`config.mk`:
```
export PLATFORM = sky130hd
export DESIGN_NAME = td4_reg_writeback
export DESIGN_NICKNAME = d
export VERILOG_FILES = /design/src/rtl/td4_reg_writeback.sv
export SDC_FILE = /design/constraint.sdc
export NUM_CORES = 1
export LEC_CHECK = 0
export CORE_MARGIN = 5
export CORE_UTILIZATION = 23
export CTS_CLUSTER_SIZE = 28
export DETAILED_ROUTE_END_ITERATION = 12
export PLACE_DENSITY_LB_ADDON = 0.25
export SETUP_SLACK_MARGIN = 0.2
export SYNTH_ARGS = -nofsm -noshare
export SYNTH_HDL_FRONTEND = slang
export SYNTH_SLANG_ARGS = --single-unit
export TNS_END_PERCENT = 100
```
`constraint.sdc`:
```
create_clock -name clk -period 1.2 [get_ports clk]
set_clock_uncertainty 0.1 [all_clocks]
set_input_delay 0.12 -clock clk [delete_from_list [all_inputs] [get_ports clk]]
set_output_delay 0.12 -clock clk [all_outputs]
set_load 0.1 [all_outputs]
```
`src/rtl/td4_reg_writeback.sv`:
```
// rtl/td4_reg_writeback.sv - TD4 write-back: ALU result demux into A/B/OUT/PC plus carry flag
// Optional macro PC_HOLD_EN enables the hold input to freeze all architectural state.
module td4_reg_writeback #(
  parameter int WIDTH = 4
) (
  input  logic             clk,
  input  logic             n_reset,
  input  logic             we,
  input  logic [1:0]       dest,
  input  logic [WIDTH-1:0] wdata,
  input  logic             carry_we,
  input  logic             carry_in,
  input  logic             hold,
  output logic [WIDTH-1:0] reg_a,
  output logic [WIDTH-1:0] reg_b,
  output logic [WIDTH-1:0] reg_out,
  output logic [WIDTH-1:0] pc,
  output logic             carry_flag,
  output logic             pc_wrap
);

  logic freeze;
  logic pc_load;

`ifdef PC_HOLD_EN
  assign freeze = hold;
`else
  logic unused_hold;
  assign unused_hold = hold;
  assign freeze      = 1'b0;
`endif

  assign pc_load = we && (dest == 2'b11);

  always_ff @(posedge clk) begin
    if (!n_reset) begin
      reg_a      <= '0;
      reg_b      <= '0;
      reg_out    <= '0;
      pc         <= '0;
      carry_flag <= 1'b0;
      pc_wrap    <= 1'b0;
    end else if (freeze) begin
      pc_wrap <= 1'b0;
    end else begin
      if (we) begin
        case (dest)
          2'b00:   reg_a   <= wdata;
          2'b01:   reg_b   <= wdata;
          2'b10:   reg_out <= wdata;
          default: ;
        endcase
      end
      // A jump replaces the increment outright, so it can never report a wrap.
      if (pc_load) begin
        pc      <= wdata;
        pc_wrap <= 1'b0;
      end else begin
        pc      <= pc + 1'b1;
        pc_wrap <= (pc == '1);
      end
      if (carry_we)
        carry_flag <= carry_in;
    end
  end

endmodule

```
# ---- After elaboration in Yosys (flattened, before gate mapping)
# Cells that the tools add are included.
dict set report totals {
  mem_count 0
  mem_bits_rw 0
  latchBits 0
  regBits 18
  output_inout_bits 18
  word_cells 19
  romBits 0
}
dict set report op_classes {
  n_reduce_logical 6
  muxes 1
  magnitude_cmp 0
  div 0
  add_sub_neg 1
  n_eq_ne 4
  bitwise_logic 1
  shift 0
  multipliers 0
}
# op count
set ops {}
lappend ops {{AND reduction 2 bit} 3}
lappend ops {{adder 4 x 1 -> 4 bit, second input constant} 1}
lappend ops {{== test 2 bit, second input constant} 2}
lappend ops {{== test 4 bit, second input constant} 1}
lappend ops {{two-way mux 4 bit} 1}
lappend ops {{== test 2 x 1 -> 1 bit, second input constant} 1}
lappend ops {{logical NOT 2 bit} 1}
lappend ops {{OR reduction 2 bit} 1}
lappend ops {{logical AND 1 bit} 1}
lappend ops {{inverter 1 bit} 1}

# ---- Logic depth before layout (Yosys ltp)
dict set report logic_depth {
  word_depth 3
  mapped_depth 4
  mapped_depth_nobuf 4
}

# ---- Worst setup path after synthesis
# No wires, ideal clock.
dict set report synth_timing {
  path_kind {register -> register}
  start {reg pc[0]}
  end {reg pc[2]}
  t_required_ps 984
  setup_time_ps 116
  n_path_buf 0
  arrival_time_ps 1574
  period_less_slack_ps 1791
  stages_incl_launch_ff 5
  path_slack_ps -591
  cell_sequence {dfxtp_1 ha_1 xnor2_1 nand2_1 o211a_1}
}
dict set report synth_via {
  elab_chain_cells 2
}
# element line_no
set synth_lines {}
lappend synth_lines {{start, declared} 17} ;# output logic [WIDTH-1:0] pc,
lappend synth_lines {{start signal, assigned} 56} ;# pc <= wdata;
lappend synth_lines {{start signal, assigned} 59} ;# pc <= pc + 1'b1;
lappend synth_lines {{adder 4 x 1 -> 4 bit} 59}
lappend synth_lines {{two-way mux 4 bit} 55} ;# if (pc_load) begin
# No other way between the ends.
# A chain may end at the register's enable or synchronous reset.

# ---- Worst setup path after layout
dict set report layout_timing {
  start {reg pc[0]}
  end {out pc[0]}
}
# No word-level cell between the ends.

==> impl_metrics.csv <==
group,metric,value,unit
placed_design,io_buffers,28,
clock_tree,cts_sinks,18,
cells_and_area,nNetsFinal,118,
logic_synthesis,synthesis.area_per_instance,11.5,µm²
routing,drtAntennaViolNets,0,
worst_setup_path,required,980,ps
logic_synthesis,muxShareOfSynthArea,19.4,%
power_and_ir_drop,sequentialPowerShare,44.9,%
clock_tree,cts_buffers,3,
clock_tree,path_clk_slew,90,ps
floorplan,initial_core_util,23.9,%
routing,wl,1.62,mm
clock_tree,h-tree-depth,1,
cells_and_area,areaGrowthSynthToFinish,96.5,%
logic_synthesis,synth_edf_count,0,
power_and_ir_drop,switchingPower,489,µW
timing,setup_viol,0,
clock_tree,cts_hold_buffers,0,
routing,first_pass_iters,2,
floorplan,dieArea,0.00437,mm²
global_route,gr-usage-all-layers,8.20,%
worst_setup_path,crit_buf_inv,1,
cells_and_area,final_cells,148,
worst_setup_path,startpoint_type,"register",
worst_setup_path,r2r_start,"pc[0]$_SDFF_PN0_",
global_route,first_global_vias,589,
hold_path,min_path_type,"input pin to register",
timing,fmax,932,MHz
logic_synthesis,synth_simple_gate_area_share,22.0,%
routing,via_per_inst,3.93,
worst_setup_path,r2r_end,"pc[2]$_SDFF_PN0_",
timing,hold_viol_final,0,
logic_synthesis,ys_seq_area_share,49.8,%
hold_path,min_path_cells,2,
timing,rsz0062_at_grt,"true",
power_and_ir_drop,total_power,1.44,mW
logic_synthesis,async_flop_share,0,%
timing,post-route-min-period,1070,ps
worst_setup_path,ff2ff_path_depth,4,
timing,fin_crit_sh,89.4,%
hold_path,hold_path_end,"pc[2]$_SDFF_PN0_",
placed_design,globalplace.congestion,0.709,
worst_setup_path,startpoint,"pc[0]$_SDFF_PN0_",
worst_setup_path,cp.arrival,850,ps
floorplan,pin_count,30,
routing,wl_per_cell,11.0,µm
worst_setup_path,crit_family,"flip-flops",
power_and_ir_drop,power_frac_clock,21.1,%
worst_setup_path,crit_type,"register to primary output",
logic_synthesis,synthAdderAreaFrac,1.73,%
timing,worst_pin_slew,299,ps
global_route,grt_pass1_wl,2.73,mm
routing,first_iter_violations,1,
placed_design,dp_cells,140,
power_and_ir_drop,internal-power,946,µW
logic_synthesis,yosys_warnings,0,
run_status,outcome,"finished clean",
logic_synthesis,synth_compound_area_share,4.15,%
routing,drc,0,
power_and_ir_drop,pwr_density_cell,1010,mW/mm²
global_route,overflow,0,
worst_setup_path,crit_fanout,4,
timing,drv_slew,0,
power_and_ir_drop,p_leak,0.606,nW
cells_and_area,layout-drive-gt1-share,51.9,%
logic_synthesis,ys_types,15,
power_and_ir_drop,combPwrFrac,34.0,%
floorplan,row_count,20,
floorplan,die_x,66.1,µm
logic_synthesis,syn-num-nets,76,
logic_synthesis,synth_cells,63,
worst_setup_path,reg2reg_slack,160,ps
logic_synthesis,ys.flop_type,"dfxtp_1",
cells_and_area,n_antenna_cell,0,
global_route,antenna_found_initial,0,
floorplan,die_y,66.1,µm
hold_path,hold_start,"n_reset",
routing,num_vias,582,
power_and_ir_drop,peakVddDrop,544,µV
worst_setup_path,endpoint_kind,"primary output",
worst_setup_path,crit_chain,"buf_12",
global_route,grt_start_max_net_pins,11,
worst_setup_path,slowest_stage,"dfxtp_4",
clock_tree,clock_latency,270,ps
logic_synthesis,ys_ff_latch,18,
clock_tree,root_buffer,"clkbuf_4",
logic_synthesis,yosys.area_share.xor_xnor,2.42,%
floorplan,fp.coreArea,0.00303,mm²
placed_design,dp_hpwl,1.33,mm
timing,relSlewSlack,80.1,%
run,drv_cap,0,
logic_synthesis,synth_top_family_by_area,"simple AND/OR/NAND/NOR gates",
power_and_ir_drop,swShare,34.1,%
clock_tree,cts_tree,"built",
worst_setup_path,cp_slowest_stage_delay,400,ps
clock_tree,cts_max_path_buffers,2,
logic_synthesis,syn-cell-area,723,µm²
## synthesized netlist by cell type, drive strengths merged (2+ instances only)
master / instances / area [µm²]
mux2i: 14 / 140
o211a: 2 / 20.0
nand3: 2 / 10.0
nand2: 2 / 7.51
dfxtp: 18 / 360
nor2b: 15 / 93.8
nand3b: 2 / 22.5
## cell families (layout without fill, tap and decap cells)
family / after synthesis / count (layout)
multiplexers: 14 / 14
AND/OR/NAND/NOR: 23 / 23
buffers and inverters: 1 / 42
AO/OA/AOI/OAI: 4 / 4
XOR/XNOR: 2 / 2
adder cells (fa/ha/maj): 1 / 1
flip-flops: 18 / 18
## flip-flops by register name (all words and copies together), names as in the netlist
| name | cells |
|---|---|
| reg_a | 4 |
| pc | 4 |
| reg_b | 4 |
| reg_out | 4 |
| carry_flag | 1 |
| pc_wrap | 1 |
## metal layers
layer / global-route usage, % / part of all wire, % / up-vias
met4: 3.05 / 1.7 / 0
met1: 9.03 / 43 / 257
met3: 2.72 / 6.2 / 2
li1: - / - / 306
met5: 0 / 0 / -
met2: 14.5 / 49 / 17
## repair_timing
item                       4_1_cts  5_1_grt
buffers inserted                 3        1
gates resized for setup          4        2
pin swaps                        1        3
setup endpoints to repair       35       23
## layout by cell type, fill, tap and decap left out, drive strengths merged
master / Yosys / final
dfxtp: 18 / 18
nand4: 1 / 1
nor2b: 15 / 15
clkdlybuf4s50: 0 / 6
o21ai: 1 / 1
nand2: 2 / 2
nand3: 2 / 2
clkbuf: 1 / 4
xor2: 1 / 1
ha: 1 / 1
mux2i: 14 / 14
dlygate4sd2: 0 / 2
nand3b: 2 / 2
a21oi: 1 / 1
buf: 0 / 28
clkdlybuf4s15: 0 / 1
o211a: 2 / 2
xnor2: 1 / 1
dlymetal6s2s: 0 / 1
nor3b: 1 / 1
## power groups by stage
stage / clock (mW) / sequential, mW / combinational (mW)
2_1_floorplan: 0 / 0.850 / 0.0776
3_3_place_gp: 0 / 0.662 / 0.472
6_report: 0.303 / 0.645 / 0.488
3_5_place_dp: 0 / 0.663 / 0.475
5_1_grt: 0.355 / 0.649 / 0.507
4_1_cts: 0.329 / 0.646 / 0.492
## worst max path at each step
stage	to	slack, ps	cells past startpoint
4_1_cts	pc[0]	100	1
3_5_place_dp	reg_a[0]$_SDFFE_PN0P_	-300	4
3_3_place_gp	reg_a[2]$_SDFFE_PN0P_	-260	4
5_1_grt	pc[0]	90	1
6_report	pc[0]	130	1
2_1_floorplan	pc[2]$_SDFF_PN0_	-10	4
## metrics by stage
step | cell area (µm²) | setup TNS, ps | utilization (%) | setup slack (ps) | hold slack, ps
2_1_floorplan | 801 | -11.8 | - | -11.8 | 147
5_1_grt | 1420 | 0 | 46.9 | 86.0 | 145
4_1_cts | 1410 | 0 | 46.6 | 104 | 334
3_5_place_dp | 1360 | -4150 | 44.8 | -301 | 395
6_report | 1420 | 0 | 46.9 | 127 | 130
3_3_place_gp | 1360 | -3750 | 44.8 | -257 | 392
## area by class of cell
type	count	area, µm²
Fill cell	289	1610
Sequential cell	18	425
Multi-Input combinational cell	44	379
Tap cell	44	55.1
Timing Repair Buffer	38	536
Clock buffer	4	26.3
Note: power is estimated with default switching activity, not from simulation.
